--- src/rtl/counter_pkg.sv ---
// Shared encodings for the up/down counter: direction and bound-handling mode.
package counter_pkg;

    localparam logic DIR_UP    = 1'b1;
    localparam logic DIR_DOWN  = 1'b0;
    localparam logic MODE_WRAP = 1'b0;
    localparam logic MODE_SAT  = 1'b1;

endpackage

--- src/rtl/tick_prescaler.sv ---
// Enable-gated prescaler: emits a tick on every (prescale+1)-th enabled cycle.
module tick_prescaler #(
    parameter int unsigned PRESCALE_W = 8
) (
    input  logic                  clk,
    input  logic                  rst,
    input  logic                  en,
    input  logic                  clr,
    input  logic [PRESCALE_W-1:0] prescale,
    output logic                  tick
);

    logic [PRESCALE_W-1:0] cnt;

    assign tick = en && (cnt == prescale);

    always_ff @(posedge clk or posedge rst) begin
        if (rst) begin
            cnt <= '0;
        end else if (clr) begin
            cnt <= '0;
        end else if (en) begin
            if (cnt == prescale) begin
                cnt <= '0;
            end else begin
                cnt <= cnt + 1'b1;
            end
        end
    end

endmodule

--- src/rtl/updown_counter_mod.sv ---
// Up/down counter with programmable modulus and step, wrap or saturate at bounds,
// prescaled enable, synchronous load, terminal-count pulse and sticky ovf/udf flags.
module updown_counter_mod
    import counter_pkg::*;
#(
    parameter int unsigned     WIDTH       = 32,
    parameter int unsigned     STEP_W      = 8,   // must not exceed WIDTH
    parameter int unsigned     PRESCALE_W  = 8,
    parameter logic [WIDTH-1:0] RESET_VALUE = '0
) (
    input  logic                  clk,
    input  logic                  rst,
    input  logic                  en,
    input  logic                  load,
    input  logic [WIDTH-1:0]      load_value,
    input  logic                  up_not_down,
    input  logic [STEP_W-1:0]     step,
    input  logic [WIDTH-1:0]      limit,
    input  logic                  sat_mode,
    input  logic [PRESCALE_W-1:0] prescale,
    input  logic                  clr_flags,
    output logic [WIDTH-1:0]      out_value,
    output logic                  tc,
    output logic                  ovf,
    output logic                  udf
);

    logic             tick;
    logic             tick_go;
    logic             bound_evt;
    logic [WIDTH:0]   s_x, out_x, lim_x, lim1_x, sum_x, nxt_x;
    logic [WIDTH-1:0] next_value;
    logic [WIDTH-1:0] load_clamped;

    tick_prescaler #(
        .PRESCALE_W (PRESCALE_W)
    ) u_prescaler (
        .clk      (clk),
        .rst      (rst),
        .en       (en),
        .clr      (load),
        .prescale (prescale),
        .tick     (tick)
    );

    assign tick_go      = tick && !load;
    assign load_clamped = (load_value > limit) ? limit : load_value;

    // All arithmetic is one bit wider than the counter so sums never truncate.
    always_comb begin
        s_x       = {{(WIDTH + 1 - STEP_W){1'b0}}, step};
        out_x     = {1'b0, out_value};
        lim_x     = {1'b0, limit};
        lim1_x    = lim_x + 1'b1;
        sum_x     = out_x + s_x;
        nxt_x     = out_x;
        bound_evt = 1'b0;
        if (up_not_down == DIR_UP) begin
            if (sum_x <= lim_x) begin
                nxt_x = sum_x;
            end else begin
                bound_evt = 1'b1;
                if (sat_mode == MODE_SAT) begin
                    nxt_x = lim_x;
                end else begin
                    nxt_x = sum_x - lim1_x;
                    if (nxt_x > lim_x) nxt_x = lim_x;
                end
            end
            if (sat_mode == MODE_SAT && nxt_x == lim_x) bound_evt = 1'b1;
        end else begin
            if (s_x <= out_x) begin
                nxt_x = out_x - s_x;
            end else begin
                bound_evt = 1'b1;
                if (sat_mode == MODE_SAT) begin
                    nxt_x = '0;
                end else begin
                    nxt_x = out_x + lim1_x - s_x;
                    if (nxt_x > lim_x) nxt_x = lim_x;
                end
            end
            if (sat_mode == MODE_SAT && nxt_x == '0) bound_evt = 1'b1;
        end
        // A zero step is a no-op tick, even when out_value sits above a lowered limit.
        if (step == '0) begin
            nxt_x     = out_x;
            bound_evt = 1'b0;
        end
        next_value = nxt_x[WIDTH-1:0];
    end

    always_ff @(posedge clk or posedge rst) begin
        if (rst) begin
            out_value <= RESET_VALUE;
            tc        <= 1'b0;
        end else begin
            tc <= 1'b0;
            if (load) begin
                out_value <= load_clamped;
            end else if (tick) begin
                out_value <= next_value;
                tc        <= bound_evt;
            end
        end
    end

    // Flag set takes priority over a same-cycle clear.
    always_ff @(posedge clk or posedge rst) begin
        if (rst) begin
            ovf <= 1'b0;
            udf <= 1'b0;
        end else begin
            if (tick_go && bound_evt && up_not_down == DIR_UP) begin
                ovf <= 1'b1;
            end else if (clr_flags) begin
                ovf <= 1'b0;
            end
            if (tick_go && bound_evt && up_not_down == DIR_DOWN) begin
                udf <= 1'b1;
            end else if (clr_flags) begin
                udf <= 1'b0;
            end
        end
    end

endmodule

--- config.mk ---
export PLATFORM = sky130hd
export DESIGN_NAME = updown_counter_mod
export DESIGN_NICKNAME = d
export VERILOG_FILES = /design/src/rtl/counter_pkg.sv /design/src/rtl/tick_prescaler.sv /design/src/rtl/updown_counter_mod.sv
export SDC_FILE = /design/constraint.sdc
export NUM_CORES = 1
export LEC_CHECK = 0
export CAP_MARGIN = 20
export CELL_PAD_IN_SITES_DETAIL_PLACEMENT = 0
export CELL_PAD_IN_SITES_GLOBAL_PLACEMENT = 1
export CORE_MARGIN = 5
export CORE_UTILIZATION = 25
export DETAILED_ROUTE_END_ITERATION = 8
export GPL_ROUTABILITY_DRIVEN = 0
export GPL_TIMING_DRIVEN = 0
export PLACE_DENSITY = 0.63
export SYNTH_ARGS = -nofsm -noshare
export SYNTH_HDL_FRONTEND = slang
export SYNTH_SLANG_ARGS = --single-unit
--- constraint.sdc ---
create_clock -name clk -period 21.1 [get_ports clk]
set_input_delay 2.11 -clock clk [delete_from_list [all_inputs] [get_ports clk]]
set_output_delay 2.11 -clock clk [all_outputs]
set_load 0.03 [all_outputs]
==> impl_metrics.py, run 1 <==
metrics = {
    "outcome": {
        "status": "complete, no violations",
    },
    "hold_path": {
        "worstHoldStart": "u_prescaler.cnt[7]",
        "hold_path.class": "flip-flop to flip-flop",
    },
    "routing": {
        "drtAntennaViolNets": 0,
        "wl_um": 74490,
        "drt_iter0_markers": 1692,
        "routed-via-count": 15900,
        "dr.pass1.iters": 5,
        "viasPerCell": 5.757,
        "wl_per_cell_um": 26.98,
        "drc": 0,
    },
    "critical_path": {
        "crit_top_cell": "ha_1",
        "worst_setup_path_end_kind": "flip-flop",
        "reg2reg_from": "out_value[2]",
        "critical-path-slowest-cell": "clkdlybuf4s50_1",
        "path_max_fanout": 10,
        "max_stage_delay_ns": 0.85,
        "path_class": "input port to flip-flop",
        "arrival_ns": 12.63,
        "start_kind": "input port",
        "critPathRequiredTime_ns": 21.31,
        "startpoint": "limit[0]",
    },
    "clock_tree": {
        "cts.sinks": 43,
        "clockRootBuffer": "clkbuf_16",
        "cts_tree": "done",
        "cts_buffers": 5,
        "post_cts_resized": 0,
        "path_clk_slew_ns": 0.07,
        "ctsHoldBuffers": 0,
        "cts_buffer_depth": 2,
        "cts-htree-levels": 2,
        "clock_latency_ns": 0.31,
        "post-cts-setup-buffers": 0,
    },
    "finish": {
        "n_antenna_cell": 0,
        "layout_commonest_cell": "ha_1",
        "multiInputGateArea_um2": 11940,
        "stdcell_count": 2761,
        "drive_gt1_frac": 0.05187,
        "area.sequential_um2": 1076,
        "fillCellCount": 6180,
        "mostFrequentLayoutCells": "ha_1, inv_1, a21oi_1",
        "fin_util": 0.2895,
        "syn2layout_area_growth_pct": 15.49,
        "nets": 2337,
    },
    "place": {
        "placed_cells": 2750,
        "hpwl_um": 62220,
        "portBuffers": 100,
    },
    "timing": {
        "setup_viol": 0,
        "setup-tns-final_ns": 0,
        "slew_violations": 0,
        "fin_skew_ns": 0.01497,
        "max_freq_mhz": 80.54,
        "fin_crit_sh": 0.5884,
        "whs_ns": 0.5086,
        "grt_setup_unrepaired": "no",
        "worstMarginPinSlew_ns": 1.193,
        "relSlewSlack": 0.1840,
        "hold_viol": 0,
        "period_needed_ns": 12.42,
    },
    "floorplanning": {
        "std_cell_rows": 87,
        "start_util": 0.2507,
        "pin_count": 122,
        "dieWidth_um": 247.1,
        "die_height_um": 247.1,
        "core_um2": 56060,
        "die-area_um2": 61060,
    },
    "synthesis": {
        "syn_avg_cell_area_um2": 7.436,
        "syn-cell-area_um2": 14050,
        "yosys.area.top_type": "ha_1",
        "async_flop_share": 1.000,
        "ys_warn_count": 0,
        "syn-instance-count": 1890,
        "synth_area_leaders": "ha_1, xnor2_1, dfrtp_1",
        "synth_flop_cell": "dfrtp_1",
        "syn_nets": 2223,
        "synth_seq_area_share": 0.07656,
        "ys_ff_latch": 43,
        "synth_edf_count": 0,
        "synthDistinctLibCells": 93,
        "yosys.area.top_type_share": 0.2092,
    },
    "power_and_ir_drop": {
        "cellPowerDensity_nw_per_um2": 79.42,
        "p_leak_nw": 6.940,
        "irDropWorstVdd_mv": 0.03358,
    },
    "global_route": {
        "gr-total-overflow": 0,
        "grt_pass1_wl_um": 105400,
        "antenna_found_initial": 0,
        "grt_pass1_vias": 15080,
        "grt.total_usage": 0.2331,
        "grt_max_degree": 26,
    },
    "run": {
        "maxCapViolCount": 0,
    },
}
-- path summary, 6_finish.rpt --
check / endpoint / slack, ns / depth (start not counted)
setup / recovery: tc / 8.68 / 34
hold / removal: u_prescaler.cnt[7] / 0.51 / 1
setup reg to reg: out_value[16] / 11.36 / 36
hold reg to reg: u_prescaler.cnt[7] / 0.51 / 1
max in group asynchronous: out_value[5] / 18.29 / 3
min in group asynchronous: out_value[26] / 2.23 / 2
-- metal layers --
metal  share of wire  track usage
met3           0.092      0.04431
met2            0.43       0.3640
met5               0            0
met1            0.42       0.3089
met4           0.058       0.1114
-- final cells by class --
cell class / count / area share
multi-input cells: 1593 / 0.7354
repair buffers: 107 / 0.06683
flip-flops and latches: 43 / 0.06629
well taps: 756 / 0.05827
inverters: 170 / 0.03931
plain buffers: 84 / 0.02521
clock buffers: 6 / 0.007940
clock inverters: 2 / 0.0007708
-- kinds of logic (layout without fill, tap and decap cells) --
kind of cell,after synthesis,in the layout,share of synthesized area
multiplexers,84,84,0.06169
buffers and inverters,254,369,0.07451
AO/OA/AOI/OAI,511,511,0.2375
adder cells (fa/ha/maj),246,246,0.2249
XOR/XNOR,177,177,0.1108
flip-flops,43,43,0.07656
AND/OR/NAND/NOR,575,575,0.2140
-- critical path: cells and delay by family --
family,cells,cell delay (ns)
adder cells (fa/ha/maj),4,1.40
multiplexers,1,0.54
AND/OR/NAND/NOR,9,2.49
XOR/XNOR,2,0.37
AO/OA/AOI/OAI,12,3.67
buffers and inverters,6,1.99
-- sequential cells by signal (all words and copies together) (netlist names) --
| name | count |
|---|---|
| ovf | 1 |
| udf | 1 |
| u_prescaler.cnt | 8 |
| tc | 1 |
| out_value | 32 |
-- cell usage after synthesis (11+ instances only) --
cell and n:
o21ai_0 106, nand3_1 49, fa_1 11, a31oi_1 11, a21o_1 59, mux2i_1 66, nor2_1 126, and3_1 19
buf_2 26, or4_1 11, or3_1 13, o211ai_1 18, o221ai_1 14, xnor2_1 140, nand2b_1 19, dfrtp_1 43
nor3_1 51, mux2_2 16, nor4_1 31, ha_1 235, nand2_1 122, clkbuf_1 46, nor2b_1 12, a211oi_1 15
nand4_1 72, a21oi_1 144, o21a_1 18, o22ai_1 12, xor2_1 36, inv_1 167
-- stage by stage --
| stage | cell area (um2) | worst slack (ns) | total power, W |
|---|---|---|---|
| finish | 16230 | 8.685 | 0.001289 |
| global route | 16230 | 8.492 | 0.001360 |
| CTS | 16210 | 8.921 | 0.001259 |
| detailed placement | 16070 | 8.663 | 0.001169 |
| global placement | 16000 | 8.658 | 0.001155 |
| floorplan | 14050 | 12.69 | 0.0007938 |
-- report_power, final --
group	internal [W]	switching (W)	total, W
Combinational	0.000390	0.000704	0.00109
Sequential	0.0000905	0.0000193	0.000110
Clock	0.0000440	0.0000417	0.0000857
Total	0.000524	0.000765	0.00129
Power figures use the tool's default switching activity.
==> run 2: changes to the inputs <==
Settings changed: PLACE_DENSITY 0.63 to 0.64.
Clock period 21.1 ns to 10.5 ns, I/O delays scaled along.
==> impl_metrics.py, run 2 (synthesis results as in run 1) <==
metrics = {
    "outcome": {
        "status": "complete, no violations",
    },
    "finish": {
        "fillCellCount": 6075,
        "stdcell_area_um2": 16300,
        "n_antenna_cell": 0,
        "nets": 2338,
        "drive_gt1_frac": 0.05833,
        "regMostFlops": "out_value",
        "top_regs": "out_value: 32 flops, u_prescaler.cnt: 8 flops",
        "syn2layout_area_growth_pct": 16.00,
        "largest_reg_flops": 32,
        "layout_commonest_cell": "ha_1",
        "mostFrequentLayoutCells": "ha_1, inv_1, a21oi_1",
    },
    "critical_path": {
        "path_max_fanout": 10,
        "worst_setup_path_end_kind": "flip-flop",
        "crit_top_cell": "a21oi_1",
        "crit_buf_inv": 8,
        "reg2reg_from": "out_value[0]",
        "critPathRequiredTime_ns": 10.66,
        "arrival_ns": 10.35,
        "rr_worst_depth": 37,
        "max_stage_delay_ns": 0.61,
        "crit_family": "compound AO/OA/AOI/OAI gates",
        "rrSetupSlack_ns": 1.31,
        "startpoint": "step[1]",
        "critical-path-slowest-cell": "clkdlybuf4s50_1",
        "critPathCapture": "out_value[16]",
        "start_kind": "input port",
        "path_depth": 38,
        "r2r-end": "out_value[16]",
        "path_class": "input port to flip-flop",
    },
    "routing": {
        "dr.pass1.iters": 7,
        "wl_per_cell_um": 26.88,
        "drtAntennaViolNets": 0,
        "drt_iter0_markers": 1739,
        "drc": 0,
        "routed-via-count": 15990,
        "wl_um": 74240,
        "viasPerCell": 5.788,
    },
    "global_route": {
        "grt_use_met3": 0.04313,
        "grt_use_met2": 0.3666,
        "grt_pass1_vias": 15260,
        "grt_pass1_wl_um": 105700,
        "antenna_found_initial": 2,
        "grt_max_degree": 24,
        "gr-total-overflow": 0,
        "grt.total_usage": 0.2324,
        "grt.busiest_layer": "met2",
        "use_met1": 0.3077,
    },
    "place": {
        "portBuffers": 100,
        "placed_area_um2": 16060,
        "pre_cts_ws_ns": -0.8351,
        "hpwl_um": 61920,
    },
    "timing": {
        "max_freq_mhz": 98.12,
        "fin_skew_ns": 0.01255,
        "relSlewSlack": 0.2022,
        "setup_ws_ns": 0.3080,
        "slew_violations": 0,
        "worstMarginPinSlew_ns": 1.197,
        "hold_viol": 0,
        "setup-tns-final_ns": 0,
        "fin_crit_sh": 0.9707,
        "grt_setup_unrepaired": "no",
        "period_needed_ns": 10.19,
        "setup_viol": 0,
        "whs_ns": 0.5254,
    },
    "clock_tree": {
        "clock_latency_ns": 0.31,
        "post-cts-setup-buffers": 0,
        "cts_buffer_depth": 2,
        "cts.sinks": 43,
        "cts_buffers": 5,
        "cts-htree-levels": 2,
        "cts_tree": "done",
        "clockRootBuffer": "clkbuf_16",
        "ctsHoldBuffers": 0,
        "path_clk_slew_ns": 0.07,
    },
    "run": {
        "maxCapViolCount": 0,
    },
    "power_and_ir_drop": {
        "power.total_w": 0.002600,
        "p_leak_nw": 6.961,
        "cellPowerDensity_nw_per_um2": 159.5,
        "irDropWorstVdd_mv": 0.06219,
    },
    "hold_path": {
        "hold_path.class": "flip-flop to flip-flop",
    },
    "floorplanning": {
        "dieWidth_um": 247.1,
        "std_cell_rows": 87,
        "die-area_um2": 61060,
        "start_util": 0.2507,
        "die_height_um": 247.1,
        "core_um2": 56060,
        "pin_count": 122,
    },
}
[run 2: cell count changes in the layout (fill, tap and decap cells not counted), sizes merged]
cell,change
clkdlybuf4s15,+1
clkdlybuf4s50,-1
dlymetal6s2s,+1
[run 2: per-layer routing]
layer | share of wire | vias up
met5 | 0 | -
met4 | 0.059 | 0
met3 | 0.090 | 193
met2 | 0.43 | 900
met1 | 0.42 | 7670
li1 | - | 7224
[run 2: repair_timing]
action / in CTS / in global routing
setup endpoints to repair: 13 / 22
endpoints found under the hold margin: 0 / 0
resized for setup: 5 / 13
[run 2: power breakdown]
group / internal, W / leakage [nW] / switching, W
Sequential: 0.000182 / 0.522 / 0.0000395
Clock: 0.0000884 / 0.0669 / 0.0000827
Combinational: 0.000790 / 6.37 / 0.00142
[run 2: layout make-up]
class	instances	area, um2	share of cell area
inverter	170	638.1	0.03914
sequential	43	1076	0.06600
timing repair buffer	108	1080	0.06623
tap	756	945.9	0.05802
buffer	84	417.9	0.02563
clock buffer	6	128.9	0.007905
multi-input combinational	1593	12000	0.7363
clock inverter	2	12.51	0.0007675
[run 2: worst min-delay path by stage]
stage / startpoint / endpoint / slack, ns / cells after the start
after detailed placement: ovf / ovf / 0.50 / 1
final: u_prescaler.cnt[7] / u_prescaler.cnt[7] / 0.53 / 1
after floorplan: u_prescaler.cnt[7] / u_prescaler.cnt[7] / 0.47 / 1
after global routing: ovf / ovf / 0.54 / 1
after CTS: ovf / ovf / 0.51 / 1
after global placement: ovf / ovf / 0.48 / 1
[run 2: worst register-to-register path: cells and delay by family, from the launching register on]
family                   cells  cell delay, ns
XOR/XNOR                     2            0.73
multiplexers                 1            0.32
flip-flops                   1            0.50
AND/OR/NAND/NOR              6            0.91
AO/OA/AOI/OAI               18            3.74
adder cells (fa/ha/maj)      4            1.35
buffers and inverters        6            1.48
[run 2: stage by stage]
stage            util  std cells
2_1_floorplan       -       1890
3_3_place_gp   0.2854       2746
3_5_place_dp   0.2865       2751
4_1_cts        0.2893       2759
5_1_grt        0.2908       2762
6_report       0.2908       2762
==> run 3: changes to the inputs <==
Settings changed: HOLD_SLACK_MARGIN from default to 0.03.
==> results of run 3 <==
Final layout, timing and power as in run 2 (identical DEF).
